`config.mk`:
```
export PLATFORM = sky130hd
export DESIGN_NAME = out_port_tx
export DESIGN_NICKNAME = d
export VERILOG_FILES = /design/src/rtl/out_port_tx.sv
export SDC_FILE = /design/constraint.sdc
export NUM_CORES = 1
export LEC_CHECK = 0
export ABC_AREA = 1
export CORE_MARGIN = 4
export CORE_UTILIZATION = 55
export CTS_BUF_LIST = sky130_fd_sc_hd__clkbuf_4 sky130_fd_sc_hd__clkbuf_8
export CTS_CLUSTER_SIZE = 12
export DETAILED_ROUTE_END_ITERATION = 12
export DONT_BUFFER_PORTS = 1
export GPL_ROUTABILITY_DRIVEN = 1
export PLACE_DENSITY = 0.73
export SYNTH_ARGS = -nofsm -noshare
export SYNTH_HDL_FRONTEND = slang
export SYNTH_SLANG_ARGS = --single-unit
```
`constraint.sdc`:
```
create_clock -name clk -period 3.14 [get_ports clk]
set_clock_uncertainty 0.2 [all_clocks]
set_input_delay 0.471 -clock clk [delete_from_list [all_inputs] [get_ports clk]]
set_output_delay 0.471 -clock clk [all_outputs]
set_load 0.05 [all_outputs]
```
`src/rtl/out_port_tx.sv`:
```
// out_port_tx: queues 16-bit core output words in a small FIFO and sends
// each one as two 8N1 frames, high byte first, on a registered txd line.
// Ports: clk, reset (sync, active high); out_en/out_dat word strobe;
// is_halt core halt; txd serial out; busy frame active; count FIFO fill;
// overflow sticky drop flag; drained halt seen and everything sent.
module out_port_tx #(
  parameter int DEPTH        = 8,
  parameter int CLKS_PER_BIT = 16
) (
  input  logic        clk,
  input  logic        reset,
  input  logic        out_en,
  input  logic [15:0] out_dat,
  input  logic        is_halt,
  output logic        txd,
  output logic        busy,
  output logic [4:0]  count,
  output logic        overflow,
  output logic        drained
);

  localparam int AW = $clog2(DEPTH);
  localparam int CW = $clog2(CLKS_PER_BIT);
  localparam logic [4:0]    FULL    = 5'(DEPTH);
  localparam logic [CW-1:0] CNT_MAX = CW'(CLKS_PER_BIT - 1);

  typedef enum logic [1:0] {
    IDLE,
    START,
    DATA,
    STOP
  } state_t;

  state_t        state_q, state_d;
  logic [CW-1:0] cnt_q, cnt_d;
  logic [2:0]    idx_q, idx_d;
  logic          byte_sel_q, byte_sel_d;
  logic [15:0]   hold_q, hold_d;
  logic [15:0]   mem_q [DEPTH];
  logic [15:0]   mem_d [DEPTH];
  logic [AW-1:0] wr_ptr_q, wr_ptr_d;
  logic [AW-1:0] rd_ptr_q, rd_ptr_d;
  logic [4:0]    count_q, count_d;
  logic          overflow_q, overflow_d;
  logic          halt_q, halt_d;
  logic          drained_q, drained_d;
  logic          txd_q, txd_d;

  logic push;
  logic pop;
  logic bit_tick;

  always_comb begin
    pop  = (state_q == IDLE) && (count_q != 5'd0);
    // A full FIFO still takes the word when the serializer frees a slot.
    push = out_en && ((count_q != FULL) || pop);
    bit_tick = (cnt_q == CNT_MAX);

    mem_d = mem_q;
    if (push) begin
      mem_d[wr_ptr_q] = out_dat;
    end
    wr_ptr_d = push ? wr_ptr_q + AW'(1) : wr_ptr_q;
    rd_ptr_d = pop  ? rd_ptr_q + AW'(1) : rd_ptr_q;

    count_d = count_q;
    unique case ({push, pop})
      2'b10:   count_d = count_q + 5'd1;
      2'b01:   count_d = count_q - 5'd1;
      default: count_d = count_q;
    endcase

    overflow_d = overflow_q | (out_en & ~push);
    halt_d     = halt_q | is_halt;
    drained_d  = halt_q && (count_q == 5'd0) && (state_q == IDLE);

    state_d    = state_q;
    cnt_d      = bit_tick ? '0 : cnt_q + CW'(1);
    idx_d      = idx_q;
    byte_sel_d = byte_sel_q;
    hold_d     = hold_q;
    txd_d      = 1'b1;

    unique case (state_q)
      IDLE: begin
        cnt_d = '0;
        txd_d = 1'b1;
        if (pop) begin
          hold_d     = mem_q[rd_ptr_q];
          byte_sel_d = 1'b0;
          state_d    = START;
        end
      end
      START: begin
        txd_d = 1'b0;
        if (bit_tick) begin
          idx_d   = 3'd0;
          state_d = DATA;
        end
      end
      DATA: begin
        txd_d = byte_sel_q ? hold_q[{1'b0, idx_q}]
                           : hold_q[{1'b1, idx_q}];
        if (bit_tick) begin
          if (idx_q == 3'd7) begin
            state_d = STOP;
          end else begin
            idx_d = idx_q + 3'd1;
          end
        end
      end
      STOP: begin
        txd_d = 1'b1;
        if (bit_tick) begin
          if (!byte_sel_q) begin
            byte_sel_d = 1'b1;
            state_d    = START;
          end else begin
            state_d = IDLE;
          end
        end
      end
      default: begin
        state_d = IDLE;
      end
    endcase
  end

  always_ff @(posedge clk) begin
    mem_q <= mem_d;
  end

  always_ff @(posedge clk) begin
    if (reset) begin
      state_q    <= IDLE;
      cnt_q      <= '0;
      idx_q      <= 3'd0;
      byte_sel_q <= 1'b0;
      hold_q     <= 16'h0000;
      wr_ptr_q   <= '0;
      rd_ptr_q   <= '0;
      count_q    <= 5'd0;
      overflow_q <= 1'b0;
      halt_q     <= 1'b0;
      drained_q  <= 1'b0;
      txd_q      <= 1'b1;
    end else begin
      state_q    <= state_d;
      cnt_q      <= cnt_d;
      idx_q      <= idx_d;
      byte_sel_q <= byte_sel_d;
      hold_q     <= hold_d;
      wr_ptr_q   <= wr_ptr_d;
      rd_ptr_q   <= rd_ptr_d;
      count_q    <= count_d;
      overflow_q <= overflow_d;
      halt_q     <= halt_d;
      drained_q  <= drained_d;
      txd_q      <= txd_d;
    end
  end

  assign txd      = txd_q;
  assign busy     = (state_q != IDLE);
  assign count    = count_q;
  assign overflow = overflow_q;
  assign drained  = drained_q;

endmodule

```
==> results of run 1 <==
## power breakdown
group | internal [mW] | total [mW] | switching, mW
combinational | 0.649 | 1.90 | 1.25
sequential | 2.64 | 2.82 | 0.179
clock | 0.723 | 1.53 | 0.803
## timing repair
item	CTS	global route
hold endpoints to repair	156	0
resized for setup	0	1
hold buffers	18	0
setup endpoints to repair	0	2
## worst min-delay path, delay by kind of cell
kind          cells  cell delay, ps
simple gates      3             150
buf+inv           1              30
## per-stage QoR
| step | util, % | std cells | hold WS [ps] | setup WS, ps | cell area (um2) |
|---|---|---|---|---|---|
| final | 63.94 | 858 | 30.31 | 249.4 | 7840 |
| after global routing | 63.94 | 858 | 30.04 | 24.18 | 7840 |
| after CTS | 63.92 | 858 | 6.826 | 185.9 | 7838 |
| after detailed placement | 59.17 | 808 | 240.8 | 244.8 | 7256 |
| after global placement | 59.17 | 808 | 226.9 | 492.7 | 7256 |
| after floorplan | - | 642 | 214.7 | 227.9 | 7014 |
## cells by family after synthesis
| family | count (synthesis) |
|---|---|
| and+or+nand+nor | 219 |
| DFF | 169 |
| AOI/OAI and AO/OA | 159 |
| buffers and inverters | 76 |
| adders and majority gates | 13 |
| xor gates and xnor gates | 6 |
## final timing paths
| check | startpoint | to | slack [ps] |
|---|---|---|---|
| max | state_q[0]$_SDFFE_PP0P_ | count[4]$_SDFFE_PP0P_ | 250 |
| min | out_en | overflow$_SDFF_PP0_ | 30 |
| max reg2reg | state_q[0]$_SDFFE_PP0P_ | count[4]$_SDFFE_PP0P_ | 250 |
| min reg2reg | halt_q$_SDFF_PP0_ | halt_q$_SDFF_PP0_ | 260 |
## cell usage in the layout, fill, tap and decap left out, types with 5 or more instances in the layout
master,instances
a21oi_1,30
nand3_1,22
inv_6,5
ha_1,13
o211ai_1,32
o21ai_0,75
edfxtp_1,128
inv_1,42
o21ai_1,16
nand2_1,66
dlygate4sd3_1,18
buf_4,31
dfxtp_1,39
clkbuf_8,17
nor2_1,123
## cell type report
type / count / area, um2
inverters: 43 / 161.4
clock inverters: 15 / 167.7
repair buffers: 49 / 412.9
well taps: 168 / 210.2
fillers: 939 / 4422
flip-flops and latches: 169 / 4667
multi-input cells: 397 / 1987
clock buffers: 17 / 234.0
## sequential cells by signal (all words and copies together) (netlist names), 2 cells and up
signal,count
idx_q,3
wr_ptr_q,3
cnt_q,4
count,5
rd_ptr_q,3
state_q,2
mem_q,128
hold_q,16
## layer usage
metal  vias to the layer above  GRT usage, %
met4                         0         7.790
met2                       131         33.66
li1                       2300             -
met3                        27         5.361
met1                      2226         24.92
met5                         -             0
==> metrics.csv, run 1 <==
metric,value,unit
status,completed,
post_cts_buffers,0,
critical_path_arrival,3000,ps
rsz0062_at_grt,false,
worst_pin_slew,1138,ps
synthArstFlopShare,0,%
vias,4684,
syn2layout_area_growth,11.77,%
synth_fa_ha_area_share,2.319,%
wl_per_cell,16.06,um
place.gp.congestion,0.8577,
fp-row-count,40,
syn-num-nets,675,
cts_tree,done,
dieArea,14620,um2
avgSynthCellArea,10.93,um2
routed-wl-met2,6637,um
die_x,120.9,um
cts.clk_slew.worst_paths,90,ps
drt-initial-drc-count,351,
tns,0,ps
drive_gt1_share,10.58,%
synth-xor-area-share,0.8562,%
track_usage,20.09,%
syn-cell-area,7014,um2
synth-compound-area-share,12.72,%
worst_path_most_repeated_cell,nand2_1,
total_power,6.239,mW
firstDrtPassIters,5,
timing.final.crit_share,92.06,%
min_period,2891,ps
postRouteAntennaNets,0,
critical-path-top-delay-family,simple AND/OR/NAND/NOR gates,
dp_hpwl,8570,um
htreeDepth,4,
synthCells,642,
holdPathStages,4,
slowest_stage,dfxtp_1,
cts.sinks,169,
synth.most_common_cell,edfxtp_1,
endpoint_kind,flop,
synth_top_family_by_area,compound AO/OA/AOI/OAI gates,
viasPerCell,5.459,
synth_top_area_share,54.80,%
slowest_delay,440,ps
path_cells,inv_1 -> ha_1 -> inv_1 -> nand4_1 -> nand2_2 -> ha_1 -> xor2_1 -> ha_1 -> or2_2 -> nand3_2 -> nand2_1 -> nand2_1 -> nand2_1 -> nand2_1 -> a21oi_2,
fmax,345.9,MHz
crit_required,3250,ps
initial_core_util,57.20,%
setup_viol_count_final,0,
cts.path.max_buffers,2,
synth_warnings,0,
crit_fanout,7,
pin_count,29,
path_buf_inv,2,
clk_latency,460,ps
path_depth,15,
root_buffer,clkbuf_8,
cts_buffers,17,
final_nets,710,
cap_violations,0,
met3RoutedLength,859,um
synth-seq-cells,169,
drc,0,
slew_violations,0,
fp.dieH,120.9,um
ir_drop,0.5468,mV
port_buffers,0,
wl_met1,5987,um
synthSimpleGateAreaFrac,12.40,%
routed_wl,13780,um
hold_violations,0,
seq_area_frac_synth,66.50,%
start_kind,flop,
synth_edf_count,128,
first_global_vias,4585,
p_leak,2.827,nW
grt_pass1_wl,22470,um
grt_start_max_net_pins,66,
min_path_type,primary input to flop,
gr-total-overflow,0,
yosysTopAreaCell,edfxtp_1,
crit_type,flop to flop,
worstRegToRegCells,15,
antenna_found_initial,0,
core-area,12260,um2
synth_flop_cell,edfxtp_1,
num_antenna_cells,0,
top_layer_used,met4,
synth_common_cells,"edfxtp_1 (128), nor2_1 (123), o21ai_0 (75)",
yosysUniqueCellTypes,29,
slew-limit-headroom,23.89,%
synthTopCellsByArea,"edfxtp_1 (55%), dfxtp_1 (12%), nor2_1 (6.6%)",
power.density,795.8,nW/um2
synthMuxAreaShare,0,%
Power figures use the tool's default switching activity.
==> run 2: changes to the inputs <==
--- a/config.mk
+++ b/config.mk
@@ -13,7 +13,7 @@
 export DETAILED_ROUTE_END_ITERATION = 12
 export DONT_BUFFER_PORTS = 1
 export GPL_ROUTABILITY_DRIVEN = 1
-export PLACE_DENSITY = 0.73
+export PLACE_DENSITY = 0.78
 export SYNTH_ARGS = -nofsm -noshare
 export SYNTH_HDL_FRONTEND = slang
 export SYNTH_SLANG_ARGS = --single-unit
==> run 2 against run 1 <==
Compared with the run above: hold slack improved by 18 ps; register-to-register slack improved by 90 ps; highest routed layer unchanged; combinational power about the same; cell count decreased by 0.82%; die area unchanged.
==> metrics.csv, run 2 (synthesis results as in run 1) <==
metric,value,unit
slew-limit-headroom,28.57,%
vias,4747,
crit_fanout,7,
min_period,2798,ps
dp_slack,338.1,ps
setup_viol_count_final,0,
cts.sinks,169,
status,completed,
root_buffer,clkbuf_8,
num_antenna_cells,0,
cap_violations,0,
fmax,357.3,MHz
grt_pass1_wl,22560,um
timing.final.crit_share,89.12,%
largest_reg_flops,128,
fp.dieH,120.9,um
cts_buffers,17,
cts.path.max_buffers,2,
timing.final.ws_setup,341.6,ps
worst_pin_slew,1068,ps
fp-row-count,40,
postRouteAntennaNets,0,
antenna_found_initial,0,
grt_start_max_net_pins,39,
instances_no_fill,851,
gr-total-overflow,0,
total_power,6.230,mW
power.density,800.8,nW/um2
port_buffers,0,
endpoint_kind,flop,
place.gp.congestion,0.8700,
top_register,mem_q,
pin_count,29,
hold_violations,0,
tns,0,ps
dp_hpwl,8144,um
cts.clk_slew.worst_paths,80,ps
final_nets,703,
rsz0062_at_grt,false,
die_x,120.9,um
ir_drop,0.5540,mV
drive_gt1_share,9.663,%
final_common_cell,edfxtp_1,
utilization,63.45,%
wl_per_cell,16.07,um
layout_common_cells,"edfxtp_1 (128), nor2_1 (123), o21ai_0 (75)",
place_inst,801,
drt-initial-drc-count,390,
crit_required,3240,ps
syn2layout_area_growth,10.92,%
viasPerCell,5.578,
postLayoutCellArea,7780,um2
slew_violations,0,
critical_path_arrival,2900,ps
min_path_type,primary input to flop,
initial_core_util,57.20,%
post_cts_buffers,0,
track_usage,20.05,%
first_global_vias,4579,
placed_area,7203,um2
drc,0,
p_leak,2.801,nW
start_kind,flop,
hold_slack,48.45,ps
routed_wl,13680,um
clk_latency,460,ps
htreeDepth,4,
cts_tree,done,
fillers,913,
firstDrtPassIters,5,
crit_type,flop to flop,
core-area,12260,um2
dieArea,14620,um2
## run 2: changes by cell type in the layout (fill, tap and decap cells not counted), sizes merged
cell / before / now
buf: 31 / 24
bufinv: 2 / 1
clkbuf: 17 / 19
clkinv: 3 / 5
clkinvlp: 4 / 0
inv: 49 / 50
## run 2: routing by layer
| layer | GRT usage (%) | share of wire (%) |
|---|---|---|
| met2 | 33.97 | 50 |
| met1 | 24.36 | 41 |
| met3 | 5.315 | 5.8 |
| met5 | 0 | 0 |
| met4 | 8.215 | 2.7 |
## run 2: critical path, cell delays in order, from the launching register on
cell     delay [ps]
dfxtp_1         430
inv_1            90
ha_1            240
inv_1            80
nand4_1         120
nand2_1         220
ha_2            290
xor2_1          110
ha_1            190
or2_2           330
nand3_2          80
nand2_1          50
nand2_1          60
nand2_1          50
nand2_1          60
a21oi_2          50
## run 2: final timing paths
path                                 from                     to  slack, ps  cells after the start
setup / recovery  state_q[0]$_SDFFE_PP0P_  count[4]$_SDFFE_PP0P_        340                     15
hold / removal                     out_en    overflow$_SDFF_PP0_         50                      4
setup reg to reg  state_q[0]$_SDFFE_PP0P_  count[4]$_SDFFE_PP0P_        340                     15
hold reg to reg         halt_q$_SDFF_PP0_      halt_q$_SDFF_PP0_        260                      2
## run 2: where the power goes
part	switching [mW]	internal (mW)	total [mW]
combinational	1.24	0.650	1.89
clock	0.794	0.693	1.49
sequential	0.218	2.64	2.86
total	2.25	3.98	6.23
## run 2: repair_timing
action,in CTS,in global routing
setup endpoints to repair,0,1
hold buffers,18,0
hold endpoints to repair,156,0
resized for setup,0,1
## run 2: final cells by class
type / instances / area [um2] / share of cell area (%)
Clock buffer: 19 / 261.5 / 3.361
Clock inverter: 13 / 132.6 / 1.705
Inverter: 43 / 161.4 / 2.075
Multi-Input combinational cell: 397 / 1987 / 25.54
Sequential cell: 169 / 4667 / 59.99
Tap cell: 168 / 210.2 / 2.702
Timing Repair Buffer: 42 / 360.3 / 4.632
==> run 3: changes to the inputs <==
--- a/config.mk
+++ b/config.mk
@@ -6,7 +6,8 @@
 export NUM_CORES = 1
 export LEC_CHECK = 0
 export ABC_AREA = 1
-export CORE_MARGIN = 4
+export CAP_MARGIN = 10
+export CORE_MARGIN = 3
 export CORE_UTILIZATION = 55
 export CTS_BUF_LIST = sky130_fd_sc_hd__clkbuf_4 sky130_fd_sc_hd__clkbuf_8
 export CTS_CLUSTER_SIZE = 12
==> run 3 against run 2 <==
Compared with the run above: total power fell by 1.6%; maximum frequency down 3.4%; combinational power barely moved; highest routed layer unchanged.
==> metrics.csv, run 3 (synthesis results as in run 1) <==
metric,value,unit
min_path_type,primary input to flop,
drc,0,
slew_violations,0,
antenna_found_initial,0,
clk_latency,460,ps
holdPathStages,3,
min_to,count[3]$_SDFFE_PP0P_,
post_cts_buffers,0,
start_kind,flop,
cap_violations,0,
gr-total-overflow,0,
fmax,345.1,MHz
grt_pass1_wl,22000,um
htreeDepth,4,
dp_hpwl,8066,um
worstRegToRegCells,15,
slew-limit-headroom,32.03,%
drive_gt1_share,9.091,%
crit_type,flop to flop,
fp.dieH,118.9,um
hold_slack,22.57,ps
ir_drop,0.5096,mV
die_x,118.9,um
endpoint_kind,flop,
final_common_cell,edfxtp_1,
place.gp.congestion,0.8903,
firstDrtPassIters,4,
ff2ff_setup_slack,240,ps
cts.path.max_buffers,2,
syn2layout_area_growth,10.36,%
first_global_vias,4597,
port_buffers,0,
cts_tree,done,
drt-initial-drc-count,345,
worst_pin_slew,1016,ps
grt_start_max_net_pins,67,
final_nets,702,
track_usage,19.95,%
status,completed,
root_buffer,clkbuf_8,
r2r_end,count[4]$_SDFFE_PP0P_,
top_register,mem_q,
largest_reg_flops,128,
pin_count,29,
layout_common_cells,"edfxtp_1 (128), nor2_1 (123), o21ai_0 (75)",
core-area,12260,um2
critical_path_arrival,3010,ps
hold_violations,0,
fp-row-count,40,
min_period,2898,ps
reg2reg_from,state_q[0]$_SDFFE_PP0P_,
worstHoldStart,reset,
postRouteAntennaNets,0,
tns,0,ps
crit_fanout,7,
vias,4698,
routed_wl,13430,um
crit_required,3250,ps
p_leak,2.781,nW
cts.sinks,169,
cts_buffers,17,
dieArea,14140,um2
num_antenna_cells,0,
power.density,792.3,nW/um2
initial_core_util,57.20,%
wl_per_cell,15.80,um
timing.final.crit_share,92.30,%
cts.clk_slew.worst_paths,90,ps
viasPerCell,5.527,
setup_viol_count_final,0,
rsz0062_at_grt,false,
==> run 3: cell types whose count changed in the layout (fill, tap and decap cells not counted) <==
cell / change
buf_4: -1
clkbuf_4: +2
clkbuf_8: -2
clkinv_1: +2
clkinv_4: -1
clkinvlp_4: +1
ha_1: +1
ha_2: -1
inv_8: -2
==> run 3: metal layers <==
layer  routed length (um)  part of all wire (%)  vias up  GRT usage [%]
li1                     -                     -     2286              -
met1                 5521                    41     2233          23.96
met2                 6795                    51      151          34.64
met3                  769                   5.7       28          4.748
met4                  340                   2.5        0          8.182
met5                    0                     0        -              0
==> run 3: through the flow <==
stage | cell area (um2) | utilization [%] | total power, mW | cells | worst slack [ps]
final | 7741 | 63.13 | 6.133 | 850 | 241.9
after global routing | 7741 | 63.13 | 6.517 | 850 | 17.02
after CTS | 7741 | 63.13 | 6.140 | 850 | 262.9
after detailed placement | 7196 | 58.68 | 4.710 | 800 | 317.4
after global placement | 7196 | 58.68 | 4.626 | 800 | 511.0
after floorplan | 7014 | - | 4.319 | 642 | 227.9
==> run 3: area by class of cell <==
class	count	area [um2]
clock buffers	19	249.0
clock inverters	13	116.4
fillers	951	4521
inverters	43	161.4
multi-input cells	397	1984
flip-flops and latches	169	4667
well taps	168	210.2
repair buffers	41	352.8
==> run 3: repair_timing <==
| action | CTS | global route |
|---|---|---|
| hold endpoints to repair | 155 | 0 |
| resized for setup | 0 | 0 |
| hold buffers | 18 | 0 |
==> run 3: worst max-delay path by stage <==
stage,startpoint,end,slack [ps]
3_5_place_dp,state_q[0]$_SDFFE_PP0P_,count[2]$_SDFFE_PP0P_,320
4_1_cts,state_q[0]$_SDFFE_PP0P_,count[4]$_SDFFE_PP0P_,260
3_3_place_gp,state_q[0]$_SDFFE_PP0P_,count[4]$_SDFFE_PP0P_,510
6_report,state_q[0]$_SDFFE_PP0P_,count[4]$_SDFFE_PP0P_,240
5_1_grt,state_q[0]$_SDFFE_PP0P_,count[4]$_SDFFE_PP0P_,20
2_1_floorplan,state_q[0]$_SDFFE_PP0P_,count[2]$_SDFFE_PP0P_,230
==> run 3: power breakdown <==
| part | total, mW | leakage (nW) | switching (mW) | internal, mW |
|---|---|---|---|---|
| Combinational | 1.92 | 1.09 | 1.28 | 0.643 |
| Clock | 1.41 | 0.188 | 0.765 | 0.650 |
| Sequential | 2.80 | 1.50 | 0.163 | 2.64 |
| Total | 6.13 | 2.78 | 2.20 | 3.93 |
==> run 3: worst max-delay path, stage by stage, from the launching register on <==
cell	delay [ps]
dfxtp_1	420
inv_1	90
ha_1	250
inv_1	80
nand4_1	120
nand2_1	220
ha_1	330
xor2_1	150
ha_1	210
or2_2	330
nand3_2	80
nand2_1	50
nand2_1	60
nand2_1	50
nand2_1	70
a21oi_2	50
